$ cat config.mk
export PLATFORM = sky130hd
export DESIGN_NAME = round_key_store
export DESIGN_NICKNAME = d
export VERILOG_FILES = /design/src/rtl/aes_pkg.sv /design/src/rtl/round_key_ram.sv /design/src/rtl/round_key_store.sv
export SDC_FILE = /design/constraint.sdc
export NUM_CORES = 2
export LEC_CHECK = 0
export CORE_UTILIZATION = 55
export DETAILED_ROUTE_END_ITERATION = 8
export DONT_BUFFER_PORTS = 1
export PLACE_DENSITY = 0.7
export SYNTH_ARGS = -nofsm -noshare
export SYNTH_HDL_FRONTEND = slang
export SYNTH_HIERARCHICAL = 1
export SYNTH_SLANG_ARGS = --single-unit
$ cat constraint.sdc
create_clock -name clk -period 9.89 [get_ports clk]
set_input_delay 1.978 -clock clk [delete_from_list [all_inputs] [get_ports clk]]
set_output_delay 1.978 -clock clk [all_outputs]
set_load 0.02 [all_outputs]
$ cat src/rtl/aes_pkg.sv
// ============================================================================
// Module  : aes_pkg
// Brief   : Shared AES-128 round-key constants and key-store state encoding.
// Revision: 1.0 - initial release
// ============================================================================
`default_nettype none

package aes_pkg;
  localparam int KEY_W          = 128;
  localparam int NUM_ROUND_KEYS = 11;
  localparam int ADDR_W         = 4;
  localparam int KEY_ADDR_FIRST = 1;
  localparam int KEY_ADDR_LAST  = 11;

  typedef enum logic {
    IDLE   = 1'b0,
    STREAM = 1'b1
  } store_state_t;
endpackage

`default_nettype wire

$ cat src/rtl/round_key_ram.sv
// ============================================================================
// Module  : round_key_ram
// Brief   : Round-key array, one synchronous write port, one registered read port.
// Revision: 1.0 - initial release
// ============================================================================
`default_nettype none

module round_key_ram #(
  parameter int KEY_W  = aes_pkg::KEY_W,
  parameter int DEPTH  = aes_pkg::NUM_ROUND_KEYS,
  parameter int ADDR_W = aes_pkg::ADDR_W
) (
  input  logic              clk,
  input  logic              we,
  input  logic [ADDR_W-1:0] waddr,
  input  logic [KEY_W-1:0]  wdata,
  input  logic              re,
  input  logic [ADDR_W-1:0] raddr,
  output logic [KEY_W-1:0]  rdata
);
  logic [KEY_W-1:0] mem [DEPTH];

  // Read and write share one edge, so a colliding read returns the old word.
  always_ff @(posedge clk) begin
    if (we) mem[waddr] <= wdata;
    if (re) rdata <= mem[raddr];
  end
endmodule

`default_nettype wire

$ cat src/rtl/round_key_store.sv
// ============================================================================
// Module  : round_key_store
// Brief   : Captures 11 AES-128 round keys; serves random reads and bursts.
//           Optional reverse-order access: ROUND_KEY_STORE_DECRYPT_EN.
// Revision: 1.0 - initial release
// ============================================================================
`default_nettype none

module round_key_store #(
  parameter int KEY_W    = aes_pkg::KEY_W,
  parameter int NUM_KEYS = aes_pkg::NUM_ROUND_KEYS,
  parameter int ADDR_W   = aes_pkg::ADDR_W
) (
  input  logic              clk,
  input  logic              rst_n,
  input  logic [KEY_W-1:0]  key_in,
  input  logic [ADDR_W-1:0] key_addr,
  input  logic              key_loaded,
  input  logic              clear,
  input  logic              rd_req,
  input  logic [ADDR_W-1:0] rd_round,
  input  logic              stream_start,
`ifdef ROUND_KEY_STORE_DECRYPT_EN
  input  logic              rd_decrypt,
`endif
  output logic              rd_valid,
  output logic [KEY_W-1:0]  rd_key,
  output logic [ADDR_W-1:0] rd_index,
  output logic              rd_last,
  output logic              rd_err,
  output logic              busy,
  output logic              keys_ready
);
  import aes_pkg::*;

  localparam logic [ADDR_W-1:0] LAST_IDX = ADDR_W'(NUM_KEYS - 1);
  localparam logic [ADDR_W-1:0] ADDR_LO  = ADDR_W'(KEY_ADDR_FIRST);
  localparam logic [ADDR_W-1:0] ADDR_HI  = ADDR_W'(KEY_ADDR_LAST);

  store_state_t      state;
  logic [NUM_KEYS-1:0] valid;
  logic [ADDR_W-1:0] cnt;
  logic              dir;
  logic              zero_key;
  logic              decrypt;
  logic              wr_hit, ram_we, ram_re, rd_in_range, rd_bad, abort;
  logic [ADDR_W-1:0] wr_slot, rd_slot, stream_slot, start_slot, ram_raddr;
  logic [KEY_W-1:0]  ram_q;

`ifdef ROUND_KEY_STORE_DECRYPT_EN
  assign decrypt = rd_decrypt;
`else
  assign decrypt = 1'b0;
`endif

  assign wr_hit      = (key_addr >= ADDR_LO) && (key_addr <= ADDR_HI);
  assign wr_slot     = key_addr - ADDR_LO;
  assign ram_we      = wr_hit && !clear;
  assign abort       = wr_hit || clear;
  assign rd_in_range = (rd_round <= LAST_IDX);
  assign rd_slot     = decrypt ? (LAST_IDX - rd_round) : rd_round;
  assign rd_bad      = !rd_in_range || !valid[rd_slot];
  assign stream_slot = dir ? (LAST_IDX - cnt) : cnt;
  assign start_slot  = decrypt ? LAST_IDX : '0;

  // Error beats and reset force the key to zero without touching the array.
  assign rd_key = zero_key ? '0 : ram_q;

  always_comb begin
    ram_re    = 1'b0;
    ram_raddr = '0;
    if (state == IDLE) begin
      if (stream_start) begin
        ram_re    = keys_ready;
        ram_raddr = start_slot;
      end else if (rd_req && rd_in_range) begin
        ram_re    = 1'b1;
        ram_raddr = rd_slot;
      end
    end else if (!abort && cnt <= LAST_IDX) begin
      ram_re    = 1'b1;
      ram_raddr = stream_slot;
    end
  end

  round_key_ram #(
    .KEY_W  (KEY_W),
    .DEPTH  (NUM_KEYS),
    .ADDR_W (ADDR_W)
  ) u_ram (
    .clk   (clk),
    .we    (ram_we),
    .waddr (wr_slot),
    .wdata (key_in),
    .re    (ram_re),
    .raddr (ram_raddr),
    .rdata (ram_q)
  );

  always_ff @(posedge clk or negedge rst_n) begin
    if (!rst_n) begin
      state      <= IDLE;
      valid      <= '0;
      cnt        <= '0;
      dir        <= 1'b0;
      zero_key   <= 1'b1;
      rd_valid   <= 1'b0;
      rd_index   <= '0;
      rd_last    <= 1'b0;
      rd_err     <= 1'b0;
      busy       <= 1'b0;
      keys_ready <= 1'b0;
    end else begin
      rd_valid   <= 1'b0;
      rd_err     <= 1'b0;
      rd_last    <= 1'b0;
      keys_ready <= (&valid) & key_loaded;

      if (clear)       valid <= '0;
      else if (wr_hit) valid[wr_slot] <= 1'b1;

      case (state)
        IDLE: begin
          if (stream_start) begin
            rd_valid <= 1'b1;
            if (keys_ready) begin
              state    <= STREAM;
              busy     <= 1'b1;
              cnt      <= ADDR_W'(1);
              dir      <= decrypt;
              rd_index <= start_slot;
              zero_key <= 1'b0;
            end else begin
              rd_err   <= 1'b1;
              rd_index <= '0;
              zero_key <= 1'b1;
            end
          end else if (rd_req) begin
            rd_valid <= 1'b1;
            rd_err   <= rd_bad;
            zero_key <= rd_bad;
            rd_index <= rd_in_range ? rd_slot : rd_round;
          end
        end
        STREAM: begin
          // cnt past the last slot is the idle cycle trailing the final beat.
          if (abort || cnt > LAST_IDX) begin
            state <= IDLE;
            busy  <= 1'b0;
          end else begin
            rd_valid <= 1'b1;
            rd_index <= stream_slot;
            zero_key <= 1'b0;
            rd_last  <= (cnt == LAST_IDX);
            cnt      <= cnt + 1'b1;
          end
        end
        default: begin
          state <= IDLE;
          busy  <= 1'b0;
        end
      endcase
    end
  end
endmodule

`default_nettype wire

# Word level (Yosys, flattened, before mapping)
# Memory sizes are Yosys's and may differ from the RTL's. A register that Yosys moved wholly into a read port is not among the register bits.
# Cells that the tools add are included.
# Widths: inputs -> output; s select.
dict set report op_classes {
  addsub 2
  order_cmp 8
  eq_ne 6
  muxes 46
  bitwise_logic 3
  reduce_logical 17
}
# operator n
set ops {}
lappend ops {{$mux 128} 1}
lappend ops {{$mux 4} 10}
lappend ops {{$mux 1} 25}
lappend ops {{$mux 11} 2}
lappend ops {{$pmux 4 s2} 2}
lappend ops {{$le 4x4->1 const B} 3}
lappend ops {{$or 11x11->11} 1}
lappend ops {{$reduce_and 11->1} 1}
lappend ops {{$lt 4x5->1 const B} 2}
lappend ops {{$ge 4x1->1 const B} 2}
lappend ops {{$pmux 1 s2} 4}
lappend ops {{$ne 2x2->1 const B} 3}
lappend ops {{$reduce_and 3->1} 2}
lappend ops {{$logic_and 1x1->1} 5}
lappend ops {{$add 4x1->4 const B} 1}
lappend ops {{$bmux 1 s4} 1}
lappend ops {{$demux 1 s4} 1}
lappend ops {{$eq 4x4->1 const B} 1}
lappend ops {{$gt 4x4->1 const B} 1}
lappend ops {{$logic_not 1->1} 4}
lappend ops {{$sub 4x1->4 const B} 1}
lappend ops {{$logic_or 1x1->1} 3}
lappend ops {{$ne 3x3->1 const B} 1}
lappend ops {{$ne 2x1->1 const B} 1}
lappend ops {{other kinds (4)} 4}
dict set report word_totals {
  register_bits 26
  ramBits 1408
  output_inout_bits 137
  mem_count 1
}
# memory depth word_bits rd rd_clocked_by_memory_dff wr line
set memory_table {}
lappend memory_table {u_ram.mem 11 128 1 1 1 round_key_ram.sv:21} ;# logic [KEY_W-1:0] mem [DEPTH];

# Longest topological paths before layout
dict set report depth {
  ltp_word 8
  ltp_mapped 12
  mapped_depth_nobuf 9
}

# Cells and area by module
# Netlist, hierarchy kept.
# mod n_inst cells_per_inst area_per_inst_um2
set by_module_without_submodules {}
lappend by_module_without_submodules {round_key_ram 1 3021 58741.3}
lappend by_module_without_submodules {round_key_store 1 279 2307.2}

# Worst setup path after synthesis
# Ideal clock, no wire load.
dict set report synth_timing {
  path_kind {input -> register}
  from {in key_addr[0]}
  to {mem u_ram.mem[0][0] (enable)}
  setup_time_ns 0.772
  arrival_time_ns 12.435
  required_time_ns 9.118
  setup_slack_ns -3.317
  stages 8
  path_cell_list {inv_1 ha_1 nor4b_2 a21oi_2 clkbuf_1 nor2b_1 or3b_2 nor3_1}
}
dict set report synth_via {
  elab_chain_len 5
}
# item line
set synth_lines {}
lappend synth_lines {{from (decl)} round_key_store.sv:17} ;# input logic [ADDR_W-1:0] key_addr,
lappend synth_lines {{$ge 4x1->1 / $le 4x4->1 (equally long branches)} round_key_store.sv:56} ;# assign wr_hit = (key_addr >= ADDR_LO) && (key_addr <= ADDR_HI);
lappend synth_lines {{$logic_and 1x1->1 (*)} round_key_store.sv:56}
lappend synth_lines {{$logic_and 1x1->1 (*)} round_key_store.sv:58} ;# assign ram_we = wr_hit && !clear;
lappend synth_lines {{named net ram_we} round_key_store.sv:46} ;# logic wr_hit, ram_we, ram_re, rd_in_range, rd_bad, abort;
lappend synth_lines {{$mux 1 (*)} round_key_ram.sv:25} ;# if (we) mem[waddr] <= wdata;
lappend synth_lines {{$mux 1 (implied by the code) (*)} round_key_ram.sv:25}
lappend synth_lines {{to (decl)} round_key_ram.sv:21}
# Mark *: on every way through the listed nets, which the timed path passes. The rest lies on a longest branch.

# Worst setup path after layout
dict set report layout_timing {
  from {in key_addr[0]}
  to {reg u_ram.rdata[78] (read register of u_ram.mem) (data pin)}
}
dict set report layout_via {
  elab_chain_len 7
}
# item line
set layout_lines {}
lappend layout_lines {{$ge 4x1->1 / $le 4x4->1 (equally long branches)} round_key_store.sv:56}
lappend layout_lines {{$logic_and 1x1->1 (*)} round_key_store.sv:56}
lappend layout_lines {{$logic_or 1x1->1 (*)} round_key_store.sv:59} ;# assign abort = wr_hit || clear;
lappend layout_lines {{$logic_not 1->1 (*)} round_key_store.sv:80} ;# end else if (!abort && cnt <= LAST_IDX) begin
lappend layout_lines {{$logic_and 1x1->1 (*)} round_key_store.sv:80}
lappend layout_lines {{$mux 4 (*)} round_key_store.sv:80}
lappend layout_lines {{$mux 4 (*)} round_key_store.sv:72} ;# if (state == IDLE) begin
lappend layout_lines {{named net ram_raddr[1]} round_key_store.sv:47} ;# logic [ADDR_W-1:0] wr_slot, rd_slot, stream_slot, start_slot, ram_raddr;
lappend layout_lines {{to (decl)} round_key_ram.sv:19} ;# output logic [KEY_W-1:0] rdata
# Marked as above.
# A chain may end at the register's enable or synchronous reset.

==> flow_summary.json <==
{
  "crit_chain": "inv_1, ha_1, nor4b_2, a21oi_2, nor4_4, a22o_4, buf_4, buf_4, nand2b_1, o211ai_1, o31ai_1",
  "io_buffers": 0,
  "place_ws_ns": 3.07,
  "die_width_um": 335,
  "reg2reg_slack_ns": 5.07,
  "max_stage_delay_ns": 0.89,
  "synth_xor_area_share_pct": 0.0287,
  "final.setup.tns_ns": 0,
  "ant_nets": 0,
  "hold_buffers": 0,
  "vias": 30200,
  "synth-adder-area-share_pct": 0.143,
  "synth_seq_area_share_pct": 76.6,
  "start_kind": "input port",
  "start_util_pct": 55.8,
  "post_synth_and_or_nand_nor_area_fraction_pct": 3.21,
  "die_h_um": 335,
  "rsz0062_at_grt": "false",
  "fillers": 7506,
  "power.density_nw_per_um2": 205,
  "area_growth_pct": 10.7,
  "rows": 121,
  "design_area_um2": 67600,
  "grt_pass1_wl_um": 199000,
  "syn-num-nets": 3449,
  "vias_per_cell": 6.16,
  "critPathCaptureType": "flip-flop",
  "track_usage_pct": 24.3,
  "yosysWarnings": 6,
  "synthMuxAreaShare_pct": 11.5,
  "num_io_pins": 279,
  "synth_edf_count": 1536,
  "die_area_um2": 112000,
  "cpMostUsedCell": "buf_4",
  "cts_tree": "done",
  "fin_skew_ns": 0.0259,
  "multi_input_area_um2": 13300,
  "final_common_cell": "edfxtp_1",
  "grt_pass1_vias": 31100,
  "drive_gt1_share_pct": 20.0,
  "whs_ns": 0.527,
  "arrival_ns": 6.56,
  "synth_cell_types": 45,
  "cts_max_path_buffers": 3,
  "finalNetCount": 3448,
  "avgSynthCellArea_um2": 18.5,
  "leakage_nw": 20.9,
  "routedWlPerCell_um": 27.8,
  "grt_max_degree": 138,
  "synth-seq-cells": 1562,
  "max-slew-margin-rel_pct": 22.6,
  "numCtsBuffers": 156,
  "synthFlopType": "edfxtp_1",
  "worstHoldPathType": "flip-flop to flip-flop",
  "postSynth.asyncResetShare_pct": 1.66,
  "worst-path-max-fanout": 72,
  "antenna_found_initial": 2,
  "synth_top_family_by_area": "multiplexers",
  "hpwl_um": 66500,
  "placed_cells": 4617,
  "ir_worst_vdd_v": 0.000142,
  "crit_slowest_cell": "buf_4",
  "drt_drc_violations_left": 0,
  "path_clk_slew_ns": 0.06,
  "slew_violations": 0,
  "drtPass1Iterations": 5,
  "period_minus_slack_ns": 6.09,
  "finalHoldViolations": 0,
  "wl_um": 136000,
  "clock-root-buffer": "clkbuf_16",
  "post_cts_resize_count": 0,
  "cts_sinks": 1562,
  "syn_inst": 3300,
  "critPathKind": "input port to flip-flop",
  "core_um2": 109000,
  "cp.required_ns": 10.36,
  "insertion_delay_ns": 0.77,
  "layout_setup_ws_ns": 3.80,
  "synth_compound_area_share_pct": 6.71,
  "power_mw": 13.8,
  "post_cts_buffers": 0,
  "placed_cell_area_um2": 62500,
  "fin_crit_sh_pct": 61.6,
  "routabilityCongestion": 0.799,
  "regArea_um2": 46800,
  "mostFrequentLayoutCells": "1536 x edfxtp_1, 388 x mux2_2, 261 x mux2i_1",
  "drv_cap": 0,
  "fmax_ghz": 0.164,
  "syn_area_um2": 61000,
  "grt_overflow": 0,
  "fin_util_pct": 61.7,
  "finalSetupViolCount": 0,
  "drtIter0Drc": 2475,
  "worstMarginPinSlew_ns": 1.16,
  "fin_cells": 4905,
  "status": "finished, final reports clean",
  "htree_levels": 4
}
-- Yosys cell counts, types with 2 or more instances --
cell type | n | area [µm²]
dfrtp_1 | 25 | 626
nand4_1 | 3 | 18.8
clkbuf_1 | 112 | 420
mux2_2 | 388 | 4370
a21oi_1 | 4 | 20.0
and3_1 | 3 | 18.8
ha_1 | 7 | 87.6
xor2_1 | 2 | 17.5
mux4_2 | 2 | 45.0
nand2_1 | 11 | 41.3
nor3_1 | 5 | 25.0
edfxtp_1 | 1536 | 46100
buf_2 | 29 | 145
nand3_1 | 2 | 10.0
o211ai_1 | 129 | 968
nor2b_1 | 132 | 826
mux2i_1 | 261 | 2610
o31ai_1 | 129 | 968
buf_1 | 8 | 30.0
inv_1 | 7 | 26.3
nor2_1 | 22 | 82.6
a31oi_1 | 11 | 68.8
o21ai_0 | 2 | 10.0
buf_6 | 13 | 146
nand2b_1 | 133 | 832
a22o_1 | 135 | 1180
nand3b_1 | 2 | 15.0
buf_4 | 42 | 315
o22ai_1 | 129 | 807
-- worst max-delay path: cells and delay by family --
kind                     cells  cell delay, ns
AND/OR/NAND/NOR              3            0.97
AO/OA/AOI/OAI                4            1.17
buffers and inverters        3            2.04
adder cells (fa/ha/maj)      1            0.30
-- layout make-up --
type                    instances  share of cell area (%)
flip-flops and latches       1562                    69.2
well taps                    1476                    2.73
clock buffers                 190                    6.09
repair buffers                 45                   0.796
diodes                          3                  0.0111
clock inverters                95                    1.36
multi-input cells            1527                    19.7
inverters                       7                  0.0389
-- worst paths after layout --
path	from	cells after the start	end
max	key_addr[0]	11	u_ram/rdata[78]$_DFFE_PP_
min	valid[4]$_DFFE_PN0P_	2	valid[4]$_DFFE_PN0P_
max reg2reg	cnt[0]$_DFFE_PN0P_	11	u_ram/rdata[78]$_DFFE_PP_
min reg2reg	valid[4]$_DFFE_PN0P_	2	valid[4]$_DFFE_PN0P_
max in group asynchronous	rst_n	0	zero_key$_DFFE_PN1P_
min in group asynchronous	rst_n	0	valid[3]$_DFFE_PN0P_
-- flip-flops by register name (all words and copies together) (netlist names) --
register and count:
busy 1, cnt 4, keys_ready 1, rd_err 1, rd_index 4, rd_last 1, rd_valid 1, state 1
u_ram/mem 1408, u_ram/rdata 128, valid 11, zero_key 1
-- power breakdown --
part / total [mW] / internal (mW) / switching [mW]
Clock: 5.78 / 3.34 / 2.44
Combinational: 0.532 / 0.189 / 0.343
Sequential: 7.53 / 7.47 / 0.0593
-- logic make-up (layout without fill, tap and decap cells) --
| group | Yosys count | count (layout) |
|---|---|---|
| fa+ha+maj | 7 | 7 |
| simple gates | 322 | 322 |
| mux | 651 | 651 |
| compound gates | 545 | 545 |
| other cells | 0 | 3 |
| buf+inv | 211 | 337 |
| flops | 1562 | 1562 |
| xor+xnor | 2 | 2 |
-- routing by layer --
metal	vias to the layer above	global-route usage, %	part of all wire, %
li1	13200	-	-
met2	1029	42.6	52
met1	15700	29.9	39
met3	237	5.39	7.3
met4	0	7.55	2.4
met5	-	0	0
Power figures use the tool's default switching activity.
